--- config.mk ---
export PLATFORM = sky130hd
export DESIGN_NAME = fetch_stage_flat
export DESIGN_NICKNAME = d
export VERILOG_FILES = /design/src/rtl/fetch_stage_pkg.sv /design/src/rtl/fetch_stage_if.sv /design/src/rtl/fetch_stage_if_id_reg.sv /design/src/rtl/fetch_stage.sv /design/src/flat_wrapper.sv
export SDC_FILE = /design/constraint.sdc
export NUM_CORES = 1
export LEC_CHECK = 0
export BUFFER_PORTS_ARGS = -buffer_cell sky130_fd_sc_hd__clkbuf_2
export CORE_MARGIN = 1.5
export CORE_UTILIZATION = 30
export CTS_CLUSTER_DIAMETER = 50
export DETAILED_ROUTE_END_ITERATION = 8
export GPL_ROUTABILITY_DRIVEN = 0
export GPL_TIMING_DRIVEN = 0
export PLACE_DENSITY = 0.49
export SYNTH_ARGS = -nofsm -noshare
export SYNTH_HDL_FRONTEND = slang
export SYNTH_SLANG_ARGS = --single-unit
--- constraint.sdc ---
create_clock -name clock -period 4 [get_ports clock]
set_input_delay 0.8 -clock clock [delete_from_list [all_inputs] [get_ports clock]]
set_output_delay 0.8 -clock clock [all_outputs]
set_load 0.01 [all_outputs]
--- src/rtl/fetch_stage_pkg.sv ---
// Shared fetch-stage definitions: reset PC, NOP encoding, PC step, FSM states, payload type.
`ifndef FETCH_STAGE_PKG_SV
`define FETCH_STAGE_PKG_SV
package fetch_stage_pkg;

  localparam int unsigned XLEN = 32;

  localparam logic [XLEN-1:0] DEF_RESET_PC  = 32'h0000_0000;
  localparam logic [XLEN-1:0] DEF_NOP_INSTR = 32'h0000_0013;
  localparam logic [XLEN-1:0] PC_STEP       = 32'd4;

  // Fetch FSM encodings
  localparam logic [0:0] ST_FETCH = 1'b0;
  localparam logic [0:0] ST_HOLD  = 1'b1;

  // Instruction word plus the PC it was fetched from
  typedef struct packed {
    logic [XLEN-1:0] instr;
    logic [XLEN-1:0] pc;
  } fetch_pkt_t;

endpackage
`endif

--- src/rtl/fetch_stage_if.sv ---
// Instruction memory read port between the fetch stage and instruction memory.
interface fetch_stage_if;
  import fetch_stage_pkg::*;

  logic            imem_req;
  logic [XLEN-1:0] imem_addr;
  logic            imem_ready;
  logic [XLEN-1:0] imem_rdata;

  modport master (
    output imem_req,
    output imem_addr,
    input  imem_ready,
    input  imem_rdata
  );

  modport slave (
    input  imem_req,
    input  imem_addr,
    output imem_ready,
    output imem_rdata
  );
endinterface

--- src/rtl/fetch_stage_if_id_reg.sv ---
// IF/ID pipeline register: load a new instruction, flush to a NOP bubble, or hold.
module if_id_reg
  import fetch_stage_pkg::*;
#(
  parameter logic [XLEN-1:0] NOP_INSTR = DEF_NOP_INSTR
) (
  input  logic            clock,
  input  logic            reset,
  input  logic            load,
  input  logic            flush,
  input  fetch_pkt_t      load_pkt,
  output logic            id_valid,
  output logic [XLEN-1:0] id_instr,
  output logic [XLEN-1:0] id_pc
);

  // Reset dominates flush, flush dominates load; otherwise contents are held
  always_ff @(posedge clock) begin
    if (reset) begin
      id_valid <= 1'b0;
      id_instr <= NOP_INSTR;
      id_pc    <= '0;
    end else if (flush) begin
      id_valid <= 1'b0;
      id_instr <= NOP_INSTR;
    end else if (load) begin
      id_valid <= 1'b1;
      id_instr <= load_pkt.instr;
      id_pc    <= load_pkt.pc;
    end
  end

endmodule

--- src/rtl/fetch_stage.sv ---
// Instruction fetch stage: PC, FETCH/HOLD FSM, one-entry skid buffer, IF/ID register.
module fetch_stage
  import fetch_stage_pkg::*;
#(
  parameter logic [XLEN-1:0] RESET_PC  = DEF_RESET_PC,
  parameter logic [XLEN-1:0] NOP_INSTR = DEF_NOP_INSTR
) (
  input  logic                 clock,
  input  logic                 reset,
  input  logic                 stall,
  input  logic                 redirect,
  input  logic [XLEN-1:0]      redirect_pc,
  fetch_stage_if.master        imem,
  output logic                 id_valid,
  output logic [XLEN-1:0]      id_instr,
  output logic [XLEN-1:0]      id_pc,
  output logic [6:0]           id_opcode,
  output logic [2:0]           id_funct3,
  output logic [6:0]           id_funct7
);

  logic [0:0]      state, state_nxt;
  logic [XLEN-1:0] pc, pc_nxt;
  fetch_pkt_t      skid, skid_nxt;
  logic            id_load, id_flush;
  fetch_pkt_t      id_pkt;
  logic            id_free;

  assign id_free        = !stall || !id_valid;
  assign imem.imem_req  = (state == ST_FETCH) && !reset;
  assign imem.imem_addr = pc;

  // FSM state register
  always_ff @(posedge clock) begin
    if (reset) state <= ST_FETCH;
    else       state <= state_nxt;
  end

  // PC and skid buffer registers; reset drops any buffered or in-flight word
  always_ff @(posedge clock) begin
    if (reset) begin
      pc   <= RESET_PC;
      skid <= '0;
    end else begin
      pc   <= pc_nxt;
      skid <= skid_nxt;
    end
  end

  // Next-state, PC update and IF/ID control; redirect overrides everything
  always_comb begin
    state_nxt    = state;
    pc_nxt       = pc;
    skid_nxt     = skid;
    id_load      = 1'b0;
    id_flush     = 1'b0;
    id_pkt.instr = imem.imem_rdata;
    id_pkt.pc    = pc;

    if (redirect) begin
      pc_nxt    = redirect_pc;
      id_flush  = 1'b1;
      state_nxt = ST_FETCH;
    end else begin
      case (state)
        ST_FETCH: begin
          if (imem.imem_ready) begin
            pc_nxt = XLEN'(pc + PC_STEP);
            if (id_free) begin
              id_load = 1'b1;
            end else begin
              skid_nxt.instr = imem.imem_rdata;
              skid_nxt.pc    = pc;
              state_nxt      = ST_HOLD;
            end
          end else if (!stall) begin
            id_flush = 1'b1;
          end
        end
        ST_HOLD: begin
          if (!stall) begin
            id_load   = 1'b1;
            id_pkt    = skid;
            state_nxt = ST_FETCH;
          end
        end
        default: state_nxt = ST_FETCH;
      endcase
    end
  end

  if_id_reg #(
    .NOP_INSTR (NOP_INSTR)
  ) u_if_id_reg (
    .clock    (clock),
    .reset    (reset),
    .load     (id_load),
    .flush    (id_flush),
    .load_pkt (id_pkt),
    .id_valid (id_valid),
    .id_instr (id_instr),
    .id_pc    (id_pc)
  );

  // Decoder fields are plain slices of the IF/ID instruction
  assign id_opcode = id_instr[6:0];
  assign id_funct3 = id_instr[14:12];
  assign id_funct7 = id_instr[31:25];

endmodule

--- src/flat_wrapper.sv ---
// flat-port wrapper written by rule: the top's interface ports become plain ports
module fetch_stage_flat import fetch_stage_pkg::*;
#(
  parameter logic [XLEN-1:0] RESET_PC  = DEF_RESET_PC,
  parameter logic [XLEN-1:0] NOP_INSTR = DEF_NOP_INSTR
)
  (clock, reset, stall, redirect, redirect_pc, id_valid, id_instr, id_pc, id_opcode, id_funct3, id_funct7, imem_imem_req, imem_imem_addr, imem_imem_ready, imem_imem_rdata);
  fetch_stage_if imem_i ();
  input  logic clock;
  input  logic reset;
  input  logic stall;
  input  logic redirect;
  input  logic [XLEN-1:0] redirect_pc;
  output logic id_valid;
  output logic [XLEN-1:0] id_instr;
  output logic [XLEN-1:0] id_pc;
  output logic [6:0] id_opcode;
  output logic [2:0] id_funct3;
  output logic [6:0] id_funct7;
  output wire logic [$bits(imem_i.imem_req)-1:0] imem_imem_req;
  output wire logic [$bits(imem_i.imem_addr)-1:0] imem_imem_addr;
  input wire logic [$bits(imem_i.imem_ready)-1:0] imem_imem_ready;
  input wire logic [$bits(imem_i.imem_rdata)-1:0] imem_imem_rdata;
  assign imem_imem_req = imem_i.imem_req;
  assign imem_imem_addr = imem_i.imem_addr;
  assign imem_i.imem_ready = imem_imem_ready;
  assign imem_i.imem_rdata = imem_imem_rdata;
  fetch_stage #(.RESET_PC(RESET_PC), .NOP_INSTR(NOP_INSTR)) u_core (.clock(clock), .reset(reset), .stall(stall), .redirect(redirect), .redirect_pc(redirect_pc), .imem(imem_i), .id_valid(id_valid), .id_instr(id_instr), .id_pc(id_pc), .id_opcode(id_opcode), .id_funct3(id_funct3), .id_funct7(id_funct7));
endmodule
==> metrics.cfg, run 1 <==
[placement]
dp_hpwl_microns=16900
place_inst=1336
port_buffers=181

[drt]
firstDrtPassIters=5
vias=6672
avgViaCountPerCell=4.87
ant_nets=0
drc=0
postRouteWirelength_microns=23200
drt_iter0_drc=412
wire_per_inst_microns=16.9

[clocking]
insertion_delay_ns=0.43
cts_tree=done
cts_setup_buffers=0
cts_resized=0
cts_sinks=162
htree_levels=4
ctsHoldBuffers=0
path_clk_slew_ns=0.07
cts_buffer_depth=2
cts_root_buf=clkbuf_16
cts_made_buffers=17

[yosys]
ys_types=51
syn_inst=836
synth_enable_flop_cells=0
synth_fp_nets=906
yosys_warnings=0
async_reset_ff_share_pct=0
yosysSeqAreaShare_pct=45.7
synth_seq_cells=162
syn_area_per_cell_sq_um=8.49
synth_area_sq_um=7090
synthTopCellsByArea=dfxtp_1 46%, mux2i_1 9.0%, nand2_1 7.7%
netlist.area_leader.share_pct=45.7
synth-main-ff-cell=dfxtp_1
synth_area_leader_cell=dfxtp_1

[global_route]
track_usage_pct=19.1
grt_pass1_wl_microns=35500
antenna_found_initial=1
grt_max_degree=18
overflow=0
grt_pass1_vias=6196

[worst_setup_path]
path_max_fanout=10
startpoint_type=primary input
path_cells=clkbuf_1 > clkbuf_1 > buf_1 > nor2_1 > clkbuf_2
critical_path_required_ns=3.20
crit_slowest_cell=buf_1
max_stage_delay_ns=0.52
path_common_cell=clkbuf_1
path_class=in2out
worst_ep_arrival_time_ns=2.33
cp-end-kind=output port
crit_family=buffers and inverters
crit_buf_inv=4

[layout]
nNetsFinal=1106
area_delta_synth_final_pct=26.4
final_layout_size_suffix_gt1_share_pct=23.0
stdcell_count=1369

[timing]
post-route-period-util_pct=78.2
fin_skew_ns=0.0100
finalSetupTns_ns=0
rsz0062_at_grt=false
period_needed_ns=3.13
finalHoldViolCount=0
slew_violations=0
max_freq_ghz=0.320
relSlewSlack_pct=35.1
setup_violations=0
tightest_slew_ns=0.964

[hold_path]
holdCritPathClass=reg2reg

[status]
status=completed

[floorplan]
core_area_sq_um=23300
die_width_microns=157
io_pins=184
initial_utilization_pct=30.4
die_y_microns=157
rows=56
dieArea_sq_um=24600

[pwr]
p_leak_nw=3.28
powerDensity_nw_per_um2=413
ir_worst_vdd_mv=0.248

[run]
maxCapViolCount=0

cell families (layout without fill, tap and decap cells):
group | after synthesis | in the layout | share of synthesized area, %
AO/OA/AOI/OAI | 187 | 187 | 17.6
XOR/XNOR | 10 | 10 | 1.23
adder cells (fa/ha/maj) | 1 | 1 | 0.176
buffers and inverters | 94 | 307 | 6.08
flip-flops | 162 | 162 | 45.7
multiplexers | 64 | 64 | 9.03
other | 0 | 1 | 0
AND/OR/NAND/NOR | 318 | 318 | 20.2
tightest hold or removal path: stages (launching register included):
cell and delay [ns]:
dfxtp_1 0.31, nand2_1 0.05, a21oi_1 0.05
final timing paths:
check	startpoint	endpoint	slack [ns]	cells past startpoint
max	reset	imem_imem_req	0.87	5
min	u_core.skid[35]$_SDFFE_PP0P_	u_core.skid[35]$_SDFFE_PP0P_	0.45	2
max reg2reg	u_core.state$_SDFF_PP0_	u_core.u_if_id_reg.id_pc[15]$_SDFFE_PP0P_	1.38	6
min reg2reg	u_core.skid[35]$_SDFFE_PP0P_	u_core.skid[35]$_SDFFE_PP0P_	0.45	2
sequential cells by signal, summed over array words and instances, names as in the netlist:
| name | count |
|---|---|
| u_core.u_if_id_reg.id_instr | 32 |
| u_core.skid | 64 |
| u_core.u_if_id_reg.id_valid | 1 |
| u_core.state | 1 |
| u_core.imem.imem_addr | 32 |
| u_core.u_if_id_reg.id_pc | 32 |
Yosys cell counts (all sizes together), types with 2 or more instances:
cell,number
a2111oi,6
a211o,3
a211oi,70
a21oi,70
a311oi,10
a31oi,4
and2,5
and3,8
and4,6
buf,35
clkbuf,51
dfxtp,162
inv,7
mux2i,64
nand2,145
nand2b,2
nand3,10
nand4,11
nor2,95
nor2b,3
nor3,8
nor3b,2
nor4,6
o211ai,5
o21ai,5
o31a,3
o31ai,6
or3,2
or4,9
or4b,2
xnor2,7
xor2,3
cells in the final DEF, fill, tap and decap left out, drive strengths merged, types with 4 or more instances in the layout:
cell      netlist  routed
a2111oi         6       6
a211oi         70      70
a21oi          70      70
a311oi         10      10
a31oi           4       4
and2            5       5
and3            8       8
and4            6       6
buf            35      35
clkbuf         51     249
clkinvlp        0       4
dfxtp         162     162
inv             7      18
mux2i          64      64
nand2         145     145
nand3          10      10
nand4          11      11
nor2           95      95
nor3            8       8
nor4            6       6
o211ai          5       5
o21ai           5       5
o31ai           6       6
or4             9       9
xnor2           7       7
stage by stage:
stage / hold WS, ns / power [mW] / setup WS, ns / util [%] / cell area, sq um
6_report: 0.454 / 3.70 / 0.871 / 38.4 / 8970
5_1_grt: 0.471 / 3.86 / 0.756 / 38.4 / 8960
4_1_cts: 0.456 / 3.74 / 0.853 / 38.4 / 8960
3_5_place_dp: 0.446 / 2.13 / 0.770 / 36.0 / 8400
3_3_place_gp: 0.442 / 2.13 / 0.695 / 36.0 / 8400
2_1_floorplan: 0.436 / 1.95 / 1.57 / - / 7090
power breakdown:
| group | switching [mW] | internal (mW) | leakage, nW |
|---|---|---|---|
| logic | 0.217 | 0.140 | 1.69 |
| registers | 0.0647 | 1.67 | 1.32 |
| clock network | 0.784 | 0.828 | 0.268 |
| total | 1.07 | 2.63 | 3.28 |
metal layers:
layer	wire, microns	track usage, %
met5	0	0
met4	251	4.63
met3	1070	4.54
met2	10700	30.4
met1	11200	26.1
area by class of cell:
class / count / area (sq um)
clock buffers: 17 / 425
inverters: 8 / 30.0
well taps: 319 / 399
plain buffers: 86 / 402
repair buffers: 181 / 906
flip-flops and latches: 162 / 3240
multi-input cells: 580 / 3420
fillers: 2457 / 14400
diodes: 1 / 2.50
clock inverters: 15 / 139
No activity file was read; power rests on OpenSTA's default activity.
==> inputs of run 2 (changes only) <==
--- a/config.mk
+++ b/config.mk
@@ -5,6 +5,7 @@
 export SDC_FILE = /design/constraint.sdc
 export NUM_CORES = 1
 export LEC_CHECK = 0
+export ABC_AREA = 1
 export BUFFER_PORTS_ARGS = -buffer_cell sky130_fd_sc_hd__clkbuf_2
 export CORE_MARGIN = 1.5
 export CORE_UTILIZATION = 30
==> constraint.sdc (replaced) <==
create_clock -name clock -period 3.05 [get_ports clock]
set_input_delay 0.61 -clock clock [delete_from_list [all_inputs] [get_ports clock]]
set_output_delay 0.61 -clock clock [all_outputs]
set_load 0.01 [all_outputs]
==> run 2 against run 1 <==
  * Clock skew is 0.0024 ns lower
  * Critical path depth stayed put
  * Sequential share of layout area is 0.086 points lower
  * Worst hold slack worse by 0.048 ns
  * Flip-flop and latch count stayed put
  * Cell count is 12% higher
  * First-iteration DRC count is 8.7% lower
  * Wire length is 10% higher
  * Core utilization is 0.091 points higher
  * Critical path type unchanged
==> metrics.cfg, run 2 <==
[status]
status=completed

[floorplan]
dieArea_sq_um=24500  ; -0.23%
rows=56  ; unchanged
io_pins=184  ; unchanged
initial_utilization_pct=30.3  ; -0.070 points
core_area_sq_um=23300  ; unchanged
die_y_microns=157  ; -0.11%
die_width_microns=157  ; -0.11%

[clocking]
cts_made_buffers=17  ; unchanged
cts_root_buf=clkbuf_16
htree_levels=4  ; unchanged
cts_sinks=162  ; unchanged
cts_buffer_depth=2  ; unchanged
cts_setup_buffers=0  ; unchanged
path_clk_slew_ns=0.06  ; about the same
cts_resized=0  ; unchanged
cts_tree=done
insertion_delay_ns=0.43  ; about the same
ctsHoldBuffers=0  ; unchanged

[pwr]
powerDensity_nw_per_um2=551  ; +34%
ir_worst_vdd_mv=0.284  ; +15%
pwr-share-comb_pct=9.3  ; -0.4 points
seqPwrFrac_pct=45.8  ; -1.0 points
clkPwrFrac_pct=45.0  ; +1.4 points
switchingPower_mw=1.36  ; +28%
swShare_pct=27.5  ; -1.4 points
p_leak_nw=3.92  ; +19%
p_int_mw=3.59  ; +36%

[global_route]
antenna_found_initial=0  ; -1
grt_pass1_vias=7021  ; +13%
grt_pass1_wl_microns=39600  ; +11%
grt_max_degree=17  ; -1
track_usage_pct=21.3  ; +2.2 points
overflow=0  ; unchanged

[yosys]
synth-main-ff-cell=dfxtp_1
synth_area_sq_um=7080  ; -0.23%
syn_inst=1007  ; +20%
synth_seq_cells=162  ; unchanged
synthTopCellsByArea=dfxtp_1 46%, nand2_1 13%, o21ai_0 9.3%
synth_commonest_cells=249 x nand2_1, 162 x dfxtp_1, 132 x nor2_1, 132 x o21ai_0, 69 x a31oi_1
async_reset_ff_share_pct=0  ; unchanged
yosysSeqAreaShare_pct=45.8  ; +0.11 points
ys_types=30  ; -41%
yosys_warnings=0  ; unchanged
synth_fp_nets=1077  ; +19%
netlist.area_leader.share_pct=45.8  ; +0.11 points
synth_area_leader_cell=dfxtp_1
synth_enable_flop_cells=0  ; unchanged
syn_area_per_cell_sq_um=7.03  ; -17%
synth.most_common_cell=nand2_1

[timing]
rsz0062_at_grt=false
fin_skew_ns=0.00765  ; -0.00240 ns
whs_ns=0.406  ; -0.0483 ns
finalHoldViolCount=0  ; unchanged
relSlewSlack_pct=52.1  ; +17 points
finalSetupTns_ns=0  ; unchanged
setup_slack_ns=0.447  ; -0.424 ns
setup_violations=0  ; unchanged
max_freq_ghz=0.384
slew_violations=0  ; unchanged
post-route-period-util_pct=85.3
tightest_slew_ns=0.718  ; -0.246 ns
period_needed_ns=2.60

[placement]
placed_cell_area_sq_um=8390  ; -0.13%
port_buffers=182  ; +0.55%
dpl_worst_slack_ns=0.164  ; -0.606 ns
dp_hpwl_microns=18700  ; +11%

[drt]
wire_per_inst_microns=16.6  ; -2.0%
vias=7404  ; +11%
ant_nets=0  ; unchanged
drt_iter0_drc=376  ; -8.7%
drc=0  ; unchanged
postRouteWirelength_microns=25600  ; +10%
firstDrtPassIters=5  ; unchanged
avgViaCountPerCell=4.81  ; -1.4%

[layout]
area_delta_synth_final_pct=27.0
final_cell_mix=249 x nand2_1, 183 x clkbuf_2, 162 x dfxtp_1
fin_area_sq_um=8990  ; +0.24%
largest_reg_flops=64  ; unchanged
nNetsFinal=1278  ; +16%
regMostFlops=u_core.skid
n_antenna_cell=0  ; -1
final_common_cell=nand2_1
final_layout_size_suffix_gt1_share_pct=20.6  ; -2.3 points
final_util_pct=38.5  ; +0.091 points
num-fill-cells=2584  ; +5.2%

[run]
maxCapViolCount=0  ; unchanged

[hold_path]
holdCritPathClass=in2reg
hold_start=redirect_pc[1]

[worst_setup_path]
critical_path_required_ns=2.44  ; -0.76 ns
path_class=in2out
r2r_start=u_core.state$_SDFF_PP0_
max_stage_delay_ns=0.55  ; +0.03 ns
crit_path_start=reset
worst_ep_arrival_time_ns=1.99  ; -0.34 ns
startpoint_type=primary input
path_cells=clkbuf_2 > clkbuf_1 > clkbuf_1 > nor2_1 > clkbuf_2
cp-end-kind=output port
crit_buf_inv=4  ; unchanged
crit_family=buffers and inverters
crit_slowest_cell=clkbuf_1
path_max_fanout=10  ; unchanged

run 2: path summary, 6_finish.rpt:
check             cells after the start  slack [ns]                                            to
hold reg to reg                       2        0.46                  u_core.skid[33]$_SDFFE_PP0P_
setup / recovery                      5        0.45                                 imem_imem_req
setup reg to reg                      6        0.63  u_core.u_if_id_reg.id_instr[29]$_SDFFE_PP0P_
hold / removal                        3        0.41         u_core.imem.imem_addr[1]$_SDFFE_PP0P_
run 2: tightest hold or removal path, cell delays in order:
cell	delay (ns)
clkbuf_2	0.08
nor2_1	0.03
nor2_1	0.08
run 2: logic make-up (layout without fill, tap and decap cells):
logic type / Yosys count / in the layout / share of synthesized area (%)
AOI/OAI and AO/OA: 267 / 267 / 20.7
xor gates and xnor gates: 7 / 7 / 0.866
buffers and inverters: 140 / 354 / 8.59
adders and majority gates: 1 / 1 / 0.177
DFF: 162 / 162 / 45.8
and+or+nand+nor: 430 / 430 / 23.9
run 2: cell type report:
class                      instances  area, sq um  area share [%]
buffer                            81          387            4.30
clock buffer                      17          425            4.73
sequential                       162         3240            36.1
clock inverter                    15          174            1.94
inverter                          59          221            2.46
multi-input combinational        705         3230            35.9
tap                              319          399            4.44
timing repair buffer             182          911            10.1
run 2: metal layers:
metal	share of wire, %	wire, microns	vias to the layer above	global-route usage [%]
li1	-	-	3738	-
met1	47	12100	3448	28.3
met2	47	11900	192	35.2
met3	4.3	1090	26	3.54
met4	1.6	420	0	6.44
met5	0	0	-	0
run 2: power by group through the flow:
stage / logic, mW / clock network, mW / registers [mW]
5_1_grt: 0.514 / 2.35 / 2.28
3_3_place_gp: 0.464 / 0 / 2.32
2_1_floorplan: 0.215 / 0 / 2.32
4_1_cts: 0.465 / 2.26 / 2.27
6_report: 0.459 / 2.23 / 2.27
3_5_place_dp: 0.463 / 0 / 2.32
run 2: metrics by stage:
step	power [mW]	std cells
after floorplan	2.54	1007
after global placement	2.78	1508
after detailed placement	2.78	1508
after CTS	4.99	1540
after global routing	5.14	1540
final	4.95	1540
==> inputs of run 3 (changes only) <==
--- a/config.mk
+++ b/config.mk
@@ -6,13 +6,13 @@
 export NUM_CORES = 1
 export LEC_CHECK = 0
 export ABC_AREA = 1
+export ABC_CLOCK_PERIOD_IN_PS = 3050
 export BUFFER_PORTS_ARGS = -buffer_cell sky130_fd_sc_hd__clkbuf_2
 export CORE_MARGIN = 1.5
 export CORE_UTILIZATION = 30
 export CTS_CLUSTER_DIAMETER = 50
 export DETAILED_ROUTE_END_ITERATION = 8
 export GPL_ROUTABILITY_DRIVEN = 0
-export GPL_TIMING_DRIVEN = 0
 export PLACE_DENSITY = 0.49
 export SYNTH_ARGS = -nofsm -noshare
 export SYNTH_HDL_FRONTEND = slang
==> run 3 against run 2 <==
  * Die area did not move
  * Sequential power barely moved
  * Design area fell by 2.9%
  * Worst setup slack improved by 0.44 ns
  * First-iteration DRC count rose by 28%
  * Critical path type is now reg2reg
==> metrics.cfg, run 3 (synthesis results as in run 2) <==
[status]
status=completed

[layout]
largest_reg_flops=64  ; unchanged
nNetsFinal=1212  ; -5.2%
regMostFlops=u_core.skid
fin_area_sq_um=8720  ; -2.9%
final_layout_size_suffix_gt1_share_pct=20.4  ; -0.21 points
n_antenna_cell=0  ; unchanged
final_common_cell=nand2_1
area_delta_synth_final_pct=23.2
final_cell_mix=249 x nand2_1, 183 x clkbuf_2, 162 x dfxtp_1

[global_route]
globalRouteMet2Util_pct=31.7  ; -3.6 points
track_usage_pct=19.0  ; -2.3 points
overflow=0  ; unchanged
top_usage_layer=met2
grt_max_degree=102  ; +85
grt_pass1_vias=6644  ; -5.4%
met1_usage_pct=25.3  ; -3.0 points
gr-usage-met3_pct=3.49  ; -0.055 points
antenna_found_initial=0  ; unchanged
grt_pass1_wl_microns=36200  ; -8.6%

[timing]
max_freq_ghz=0.462  ; +20%
setup_violations=0  ; unchanged
finalSetupTns_ns=0  ; unchanged
relSlewSlack_pct=33.8  ; -18 points
fin_skew_ns=0.00885  ; +0.00120 ns
rsz0062_at_grt=false
post-route-period-util_pct=70.9  ; -14 points
slew_violations=0  ; unchanged
tightest_slew_ns=0.993  ; +0.275 ns
finalHoldViolCount=0  ; unchanged
period_needed_ns=2.16  ; -0.441 ns
setup_slack_ns=0.888  ; +0.441 ns

[hold_path]
holdCritPathClass=in2reg

[placement]
port_buffers=183  ; +0.55%
dp_hpwl_microns=15000  ; -20%
dpl_worst_slack_ns=0.504  ; +0.340 ns
placed_cell_area_sq_um=8170  ; -2.6%

[clocking]
cts_tree=done
cts_root_buf=clkbuf_16
cts_buffer_depth=2  ; unchanged
htree_levels=4  ; unchanged
insertion_delay_ns=0.42  ; about the same
cts_made_buffers=17  ; unchanged
path_clk_slew_ns=0.07  ; about the same
cts_resized=0  ; unchanged
cts_setup_buffers=0  ; unchanged
cts_sinks=162  ; unchanged
ctsHoldBuffers=0  ; unchanged

[worst_setup_path]
cp-end-kind=flip-flop
critical_path_required_ns=3.39  ; +0.95 ns
startpoint_type=flip-flop
path_max_fanout=50  ; +40
path_class=reg2reg
worst_ep_arrival_time_ns=2.50  ; +0.51 ns

[floorplan]
io_pins=184  ; unchanged
initial_utilization_pct=30.3  ; unchanged
core_area_sq_um=23300  ; unchanged
dieArea_sq_um=24500  ; unchanged
rows=56  ; unchanged
die_y_microns=157  ; unchanged
die_width_microns=157  ; unchanged

[drt]
postRouteWirelength_microns=23100  ; -9.5%
drt_iter0_drc=483  ; +28%
wire_per_inst_microns=15.7  ; -5.5%
ant_nets=0  ; unchanged
drc=0  ; unchanged
firstDrtPassIters=7  ; +2
vias=7065  ; -4.6%
avgViaCountPerCell=4.79  ; -0.31%

[pwr]
p_leak_nw=3.77  ; -3.7%
ir_worst_vdd_mv=0.318  ; +12%
power_mw=4.76  ; -4.0%
powerDensity_nw_per_um2=545  ; -1.1%

[run]
maxCapViolCount=0  ; unchanged

run 3: path summary, 6_finish.rpt:
kind / depth (start not counted) / startpoint / slack [ns] / end
setup / recovery: 6 / u_core.state$_SDFF_PP0_ / 0.89 / u_core.u_if_id_reg.id_pc[21]$_SDFFE_PP0P_
hold / removal: 3 / redirect_pc[0] / 0.42 / u_core.imem.imem_addr[0]$_SDFFE_PP0P_
setup reg to reg: 6 / u_core.state$_SDFF_PP0_ / 0.89 / u_core.u_if_id_reg.id_pc[21]$_SDFFE_PP0P_
hold reg to reg: 2 / u_core.skid[32]$_SDFFE_PP0P_ / 0.46 / u_core.skid[32]$_SDFFE_PP0P_
run 3: per-layer routing:
| layer | wire (microns) | vias to the layer above |
|---|---|---|
| met5 | 0 | - |
| met3 | 1100 | 14 |
| met4 | 189 | 0 |
| met2 | 10900 | 193 |
| met1 | 10900 | 3267 |
| li1 | - | 3591 |
run 3: worst max-delay path, stage by stage (launching register included):
cell and delay, ns:
dfxtp_1 0.34, nor2_2 0.39, nand2_1 0.30, a21oi_4 0.25
buf_4 0.45, o21ai_0 0.15, a31oi_1 0.19
run 3: cell type report:
| class | instances | area, sq um |
|---|---|---|
| Timing Repair Buffer | 197 | 1060 |
| Fill cell | 2580 | 14600 |
| Tap cell | 319 | 399 |
| Clock buffer | 20 | 447 |
| Sequential cell | 162 | 3240 |
| Clock inverter | 12 | 110 |
| Multi-Input combinational cell | 705 | 3240 |
| Inverter | 59 | 221 |
run 3: where the power goes:
group	switching, mW	leakage (nW)	internal (mW)	total (mW)
Sequential	0.0790	1.32	2.19	2.27
Clock	0.907	0.274	1.15	2.06
Combinational	0.268	2.18	0.165	0.434
run 3: stage by stage:
stage,utilization [%],cells,hold WS [ns]
2_1_floorplan,-,1007,0.430
3_3_place_gp,35.0,1442,0.443
3_5_place_dp,35.0,1442,0.446
4_1_cts,37.4,1474,0.396
5_1_grt,37.4,1474,0.416
6_report,37.4,1474,0.419
